File: src/rtl/mf_pkg.sv
// Shared types and constants for the matched-filter load sequencer.
package mf_pkg;

  localparam int DEFAULT_DATA_WIDTH = 16;
  localparam int STATE_W            = 3;

  typedef enum logic [STATE_W-1:0] {
    IDLE        = 3'd0,
    LOAD_COEFF  = 3'd1,
    GAP         = 3'd2,
    STREAM_DATA = 3'd3,
    FLUSH       = 3'd4,
    DONE        = 3'd5
  } state_e;

  function automatic int max_int(input int a, input int b);
    return (a > b) ? a : b;
  endfunction

endpackage

File: src/rtl/mf_stream_forwarder.sv
// One sample source channel: enable, 1-cycle sample register, sample counter, exit/mismatch detection.
// With MF_LOAD_TIMEOUT_EN a count terminal without flag holds the enable and stalls instead of exiting.
module mf_stream_forwarder #(
  parameter int LENGTH     = 8,
  parameter int DATA_WIDTH = 16,
  parameter int CNT_W      = 4,
  parameter int IDX_W      = 3
) (
  input  logic                         clock,
  input  logic                         reset,
  input  logic                         start_i,
  input  logic                         abort_i,
  input  logic                         flag_i,
  input  logic signed [DATA_WIDTH-1:0] re_i,
  input  logic signed [DATA_WIDTH-1:0] im_i,
  output logic                         enable_o,
  output logic                         valid_o,
  output logic        [IDX_W-1:0]      index_o,
  output logic signed [DATA_WIDTH-1:0] re_o,
  output logic signed [DATA_WIDTH-1:0] im_o,
  output logic                         exit_o,
  output logic                         mismatch_o
);

  logic                         en_q, armed_q, valid_q;
  logic        [CNT_W-1:0]      cnt_q;
  logic        [IDX_W-1:0]      idx_q;
  logic signed [DATA_WIDTH-1:0] re_q, im_q;
  logic                         terminal, capture;

  assign terminal = (cnt_q == CNT_W'(LENGTH - 1));

`ifdef MF_LOAD_TIMEOUT_EN
  logic stall_q;

  assign capture = armed_q && !stall_q;
  assign exit_o  = armed_q && flag_i;

  always_ff @(posedge clock or posedge reset) begin
    if (reset)                             stall_q <= 1'b0;
    else if (abort_i || start_i || exit_o) stall_q <= 1'b0;
    else if (capture && terminal && !flag_i) stall_q <= 1'b1;
  end
`else
  assign capture = armed_q;
  assign exit_o  = armed_q && (flag_i || terminal);
`endif

  // Flag and count terminal must coincide; either one alone is a length mismatch.
  assign mismatch_o = capture && (flag_i != terminal);

  always_ff @(posedge clock or posedge reset) begin
    if (reset) begin
      en_q    <= 1'b0;
      armed_q <= 1'b0;
      valid_q <= 1'b0;
      cnt_q   <= '0;
      idx_q   <= '0;
      re_q    <= '0;
      im_q    <= '0;
    end else begin
      valid_q <= 1'b0;
      if (abort_i) begin
        en_q    <= 1'b0;
        armed_q <= 1'b0;
      end else if (start_i) begin
        en_q    <= 1'b1;
        armed_q <= 1'b0;
        cnt_q   <= '0;
      end else begin
        armed_q <= en_q;
        if (capture) begin
          valid_q <= 1'b1;
          re_q    <= re_i;
          im_q    <= im_i;
          idx_q   <= cnt_q[IDX_W-1:0];
          cnt_q   <= cnt_q + CNT_W'(1);
        end
        if (exit_o) begin
          en_q    <= 1'b0;
          armed_q <= 1'b0;
        end
      end
    end
  end

  assign enable_o = en_q;
  assign valid_o  = valid_q;
  assign index_o  = idx_q;
  assign re_o     = re_q;
  assign im_o     = im_q;

endmodule

File: src/rtl/mf_load_sequencer.sv
// Matched-filter load sequencer: coefficient load, gap, data stream, flush, done.
// Optional watchdog and timeout port enabled by MF_LOAD_TIMEOUT_EN.
module mf_load_sequencer
  import mf_pkg::*;
#(
  parameter int COEFF_LENGTH = 800,
  parameter int DATA_LENGTH  = 33000,
  parameter int DATA_WIDTH   = DEFAULT_DATA_WIDTH,
  parameter int GAP_CYCLES   = 4,
  parameter int FLUSH_CYCLES = 16
) (
  input  logic                                clock,
  input  logic                                reset,
  input  logic                                start,
  input  logic                                coeffFinishedFlag,
  input  logic signed [DATA_WIDTH-1:0]        coeffRe,
  input  logic signed [DATA_WIDTH-1:0]        coeffIm,
  input  logic                                dataFinishedFlag,
  input  logic signed [DATA_WIDTH-1:0]        dataRe,
  input  logic signed [DATA_WIDTH-1:0]        dataIm,
  output logic                                coeffEnable,
  output logic                                dataEnable,
  output logic                                mfCoeffLoad,
  output logic        [$clog2(COEFF_LENGTH)-1:0] mfCoeffIndex,
  output logic signed [DATA_WIDTH-1:0]        mfCoeffRe,
  output logic signed [DATA_WIDTH-1:0]        mfCoeffIm,
  output logic                                mfDataValid,
  output logic signed [DATA_WIDTH-1:0]        mfDataRe,
  output logic signed [DATA_WIDTH-1:0]        mfDataIm,
  output logic                                busy,
  output logic                                done,
`ifdef MF_LOAD_TIMEOUT_EN
  output logic                                timeout,
`endif
  output logic                                error
);

  localparam int CNT_W = $clog2(max_int(COEFF_LENGTH, DATA_LENGTH)) + 1;
  localparam int IDX_W = $clog2(COEFF_LENGTH);
  localparam int TMR_W = $clog2(max_int(GAP_CYCLES, FLUSH_CYCLES)) + 1;

  state_e             state_q, state_d;
  logic [TMR_W-1:0]   timer_q, timer_d;
  logic               error_q, error_d;
  logic               coeff_start, data_start, abort;
  logic               coeff_exit, coeff_mis, data_exit, data_mis;
  logic [0:0]         data_idx_unused;

  mf_stream_forwarder #(
    .LENGTH(COEFF_LENGTH), .DATA_WIDTH(DATA_WIDTH), .CNT_W(CNT_W), .IDX_W(IDX_W)
  ) u_coeff (
    .clock(clock), .reset(reset), .start_i(coeff_start), .abort_i(abort),
    .flag_i(coeffFinishedFlag), .re_i(coeffRe), .im_i(coeffIm),
    .enable_o(coeffEnable), .valid_o(mfCoeffLoad), .index_o(mfCoeffIndex),
    .re_o(mfCoeffRe), .im_o(mfCoeffIm), .exit_o(coeff_exit), .mismatch_o(coeff_mis)
  );

  mf_stream_forwarder #(
    .LENGTH(DATA_LENGTH), .DATA_WIDTH(DATA_WIDTH), .CNT_W(CNT_W), .IDX_W(1)
  ) u_data (
    .clock(clock), .reset(reset), .start_i(data_start), .abort_i(abort),
    .flag_i(dataFinishedFlag), .re_i(dataRe), .im_i(dataIm),
    .enable_o(dataEnable), .valid_o(mfDataValid), .index_o(data_idx_unused),
    .re_o(mfDataRe), .im_o(mfDataIm), .exit_o(data_exit), .mismatch_o(data_mis)
  );

`ifdef MF_LOAD_TIMEOUT_EN
  localparam int WD_W = CNT_W + 1;

  logic [WD_W-1:0] wd_q;
  logic            timeout_q, timeout_d, wd_fire;

  // wd_q is 0 in the first cycle of a state, so the timeout flag shows on cycle LENGTH+8.
  assign wd_fire = ((state_q == LOAD_COEFF)  && (wd_q == WD_W'(COEFF_LENGTH + 6))) ||
                   ((state_q == STREAM_DATA) && (wd_q == WD_W'(DATA_LENGTH + 6)));

  always_ff @(posedge clock or posedge reset) begin
    if (reset) begin
      wd_q      <= '0;
      timeout_q <= 1'b0;
    end else begin
      wd_q      <= (state_d == state_q) ? wd_q + WD_W'(1) : '0;
      timeout_q <= timeout_d;
    end
  end

  assign timeout = timeout_q;
`endif

  always_ff @(posedge clock or posedge reset) begin
    if (reset) begin
      state_q <= IDLE;
      timer_q <= '0;
      error_q <= 1'b0;
    end else begin
      state_q <= state_d;
      timer_q <= timer_d;
      error_q <= error_d;
    end
  end

  always_comb begin
    state_d     = state_q;
    timer_d     = timer_q;
    error_d     = error_q;
    coeff_start = 1'b0;
    data_start  = 1'b0;
    abort       = 1'b0;
`ifdef MF_LOAD_TIMEOUT_EN
    timeout_d   = timeout_q;
`endif
    if (coeff_mis || data_mis) error_d = 1'b1;
    case (state_q)
      IDLE: begin
        if (start) begin
          state_d     = LOAD_COEFF;
          coeff_start = 1'b1;
          error_d     = 1'b0;
`ifdef MF_LOAD_TIMEOUT_EN
          timeout_d   = 1'b0;
`endif
        end
      end
      LOAD_COEFF: begin
        if (coeff_exit) begin
          state_d = GAP;
          timer_d = TMR_W'(GAP_CYCLES - 1);
        end
      end
      GAP: begin
        if (timer_q == '0) begin
          state_d    = STREAM_DATA;
          data_start = 1'b1;
        end else begin
          timer_d = timer_q - TMR_W'(1);
        end
      end
      STREAM_DATA: begin
        if (data_exit) begin
          state_d = FLUSH;
          timer_d = TMR_W'(FLUSH_CYCLES - 1);
        end
      end
      FLUSH: begin
        if (timer_q == '0) state_d = DONE;
        else               timer_d = timer_q - TMR_W'(1);
      end
      DONE:    state_d = IDLE;
      default: state_d = IDLE;
    endcase
`ifdef MF_LOAD_TIMEOUT_EN
    if (wd_fire) begin
      state_d   = IDLE;
      abort     = 1'b1;
      error_d   = 1'b1;
      timeout_d = 1'b1;
    end
`endif
  end

  assign busy  = (state_q != IDLE);
  assign done  = (state_q == DONE);
  assign error = error_q;

endmodule

File: config.mk
export PLATFORM = sky130hd
export DESIGN_NAME = mf_load_sequencer
export DESIGN_NICKNAME = d
export VERILOG_FILES = /design/src/rtl/mf_pkg.sv /design/src/rtl/mf_stream_forwarder.sv /design/src/rtl/mf_load_sequencer.sv
export SDC_FILE = /design/constraint.sdc
export NUM_CORES = 1
export LEC_CHECK = 0
export ABC_CLOCK_PERIOD_IN_PS = 3300
export BUFFER_PORTS_ARGS = -buffer_cell sky130_fd_sc_hd__buf_2
export CORE_MARGIN = 2
export CORE_UTILIZATION = 35
export CTS_CLUSTER_DIAMETER = 60
export DETAILED_ROUTE_END_ITERATION = 10
export GPL_ROUTABILITY_DRIVEN = 1
export HOLD_SLACK_MARGIN = 0.12
export PLACE_DENSITY = 0.65
export SETUP_SLACK_MARGIN = 0.1
export SLEW_MARGIN = 20
export SYNTH_ARGS = -nofsm -noshare
export SYNTH_HDL_FRONTEND = slang
export SYNTH_SLANG_ARGS = --single-unit
File: constraint.sdc
create_clock -name clock -period 3.3 [get_ports clock]
set_input_delay 0.165 -clock clock [delete_from_list [all_inputs] [get_ports clock]]
set_output_delay 0.165 -clock clock [all_outputs]
set_load 0.02 [all_outputs]
==> metrics.txt <==
pins over their slew limit=0; Final Setup Violations=0; CTS hold repair buffers=66; ys async rst share=1.00; grt met3 use=0.0498; Initial Util=0.362; total core area=around 15,000 um2; width of the die=127 um; Int Pwr=around 0.0043 W; first-pass GRT wire length=about 22 mm; layout cells sized above 1=0.401; Final WS setup=roughly 1100 ps; Final period util=0.682; Peak VDD IR=roughly 0.47 mV; CTS Buf Count=17; kind of critical path=flop to flop; crit path time final=approximately 2200 ps; Rel. slew slack=0.507; status=finished clean; Synth area leader=dfrtp_1; IO buf count=approximately 150; post-synth top area share=0.581; worst r2r dst=timer_q[4]; worst hold start=dataFinishedFlag; Rows=44; Leak Pwr=about 3.5 nW; Placed Cells=around 750; final RePlAce weighted congestion=0.825; max cap viols=0; Die Area=16,100 um2; mean number of vias per cell=around 4.8; RSZ-0062 raised after global routing=no; met2 Track Usage GR=0.282; Comb power frac=0.363; Layout area overhead=41.2%; 1st-pass router iterations=4; Clock transition at path regs=~50 ps; CTS tree=yes; initial antenna violation count=0; total number of vias=between 4,000 and 5,000; largest net degree at the start of global routing=61; Cells after Synth=425; postcts setup bufs=0; worst slew pin tran=~740 ps; Max Root-Sink Buffers=2; global route hottest layer=met2; top cells by area, synth=dfrtp_1 (58%), mux2_2 (16%), nor2_1 (2.6%); PwrDens=~900 nW/um2; CP Capture Type=flop; Cell Count, Final, Fillers Out=about 840; grt met1 use=0.202; Avg Cell Area, Syn=about 12 um2; reg-to-reg startpoint=u_coeff.cnt_q[1]; die height=~130 um; post-route setup TNS=0 ps; antenna cells=0; DR WL/cell=between 15 and 20 um; detailed placement HPWL=about 8.3 mm; drt initial violations=about 150; Setup Skew=roughly 10 ps; Ys Warns=0; Clock Latency Late Sink=410 ps; pre-CTS WS=1070 ps; Switching Share=0.356; R2R cell count=9; final core utilization=0.511; number of synthesized flops with an enable pin=0; vias in the first global route=~4,400; HP Class=input port to flop; clk sinks=123; Antenna Violating Nets Remaining=0; Seq/Total Area, Yosys=0.581; library cells used by synthesis=between 40 and 50; routed wire length=12.9 mm; nets=721; CP Max Fanout=5; Clk pwr share=0.266; Req. time, crit path=~3600 ps; top_reg_cell synth=dfrtp_1; H-Tree Depth=4; Top Ports=150; Remaining Overflow, GRT=0; P_sw=0.00239 W; residual DRC count=0; GRT Total Usage=0.168; slack of the worst reg-to-reg path=about 1100 ps; post_cts resized=0; WP data arrival=approximately 2600 ps; startpoint types=flop; Min-Delay Endpoint=error; Sequential Power Share=0.371; synthesized flop and latch total=roughly 120; Clock Tree Root=clkbuf_16; hold depth=5; fmax=roughly 440 MHz; Netlist Area Pre-Place=around 5300 um2; Fin. Hold Viols=0; Syn Nets=500
-- Yosys cell counts, types with 8 or more instances --
cell type	instances
nor3_1	14
a21oi_1	10
inv_1	14
xnor2_1	11
nor2_1	37
dfrtp_1	123
o21ai_0	10
nand2_1	20
nand4_1	15
buf_2	8
mux2_2	73
xor2_1	14
-- flip-flops by register name (all words and copies together) (netlist names), 3 cells and up --
| register | cells |
|---|---|
| timer_q | 5 |
| u_coeff.re_o | 16 |
| u_coeff.index_o | 10 |
| u_data.im_o | 16 |
| u_data.cnt_q | 17 |
| state_q | 3 |
| u_data.re_o | 16 |
| u_coeff.im_o | 16 |
| u_coeff.cnt_q | 17 |
-- how the worst max path moves through the flow --
stage / startpoint / endpoint / slack (ps) / cells past startpoint
floorplan: u_coeff.cnt_q[0] / timer_q[4] / 1310 / 9
global placement: u_coeff.cnt_q[0] / timer_q[4] / 1080 / 9
detailed placement: u_coeff.cnt_q[0] / timer_q[4] / 1070 / 9
CTS: u_coeff.cnt_q[1] / timer_q[4] / 1040 / 9
global route: u_coeff.cnt_q[0] / timer_q[4] / 760 / 9
finish: u_coeff.cnt_q[1] / timer_q[4] / 1050 / 9
-- kinds of logic (layout without fill, tap and decap cells) --
group,count (synthesis),after routing,synth area share
AND/OR/NAND/NOR,131,131,0.137
flip-flops,123,123,0.581
multiplexers,76,76,0.161
AO/OA/AOI/OAI,32,32,0.0383
buffers and inverters,32,265,0.0276
XOR/XNOR,25,25,0.0413
adder cells (fa/ha/maj),6,6,0.0142
-- through the flow --
| step | total power [W] | hold WS (ps) | area [um2] |
|---|---|---|---|
| 3_3_place_gp | 0.00479 | 334 | 6250 |
| 4_1_cts | 0.00678 | 232 | 7480 |
| 2_1_floorplan | 0.00409 | 315 | 5300 |
| 6_report | 0.00671 | 246 | 7480 |
| 5_1_grt | 0.00712 | 264 | 7480 |
| 3_5_place_dp | 0.00489 | 335 | 6250 |
-- metal layers --
| layer | part of all wire | vias to the layer above |
|---|---|---|
| met2 | 0.51 | 114 |
| li1 | - | 1937 |
| met1 | 0.42 | 1985 |
| met5 | 0 | - |
| met4 | 0.013 | 0 |
| met3 | 0.053 | 16 |
-- power by group through the flow --
| stage | sequential (W) | combinational [W] | clock, W |
|---|---|---|---|
| after floorplan | 0.00296 | 0.00113 | 0 |
| after global placement | 0.00247 | 0.00233 | 0 |
| after detailed placement | 0.00249 | 0.00239 | 0 |
| after CTS | 0.00248 | 0.00246 | 0.00184 |
| after global routing | 0.00258 | 0.00264 | 0.00190 |
| final | 0.00249 | 0.00244 | 0.00179 |
-- layout make-up --
class / count / area (um2)
Fill cell: 1283 / 7160
Clock buffer: 23 / 478
Timing Repair Buffer: 220 / 1470
Inverter: 14 / 56.3
Clock inverter: 8 / 92.6
Tap cell: 184 / 230
Multi-Input combinational cell: 270 / 2080
Sequential cell: 123 / 3080
-- placed cells by master (no fill, tap or decap), drive strengths merged, types with 2 or more instances in the layout --
cell type    instances
nor4                 7
nand2               20
a21oi               10
o21ai               10
bufinv               2
clkinv               5
nor3                14
nand4b               3
a31o                 3
nand2b               4
mux2                73
and3                 4
ha                   6
dfrtp              123
nand3                5
dlygate4sd3         66
buf                154
clkinvlp             2
mux2i                3
nor4b                4
xnor2               11
nor3b                2
o311ai               2
clkbuf              23
or3                  7
nand4               16
nor2b                2
inv                 13
xor2                14
and4                 2
and3b                2
a211o                2
nor2                37
-- critical path, cell delays in order (launching register included) --
cell	delay, ps
dfrtp_1	410
ha_1	210
nand2_1	70
nor3_1	130
nand4_1	120
ha_1	210
nor3b_1	420
o21ai_0	220
a211oi_1	270
a31o_2	130
No activity file was read; power rests on OpenSTA's default activity.
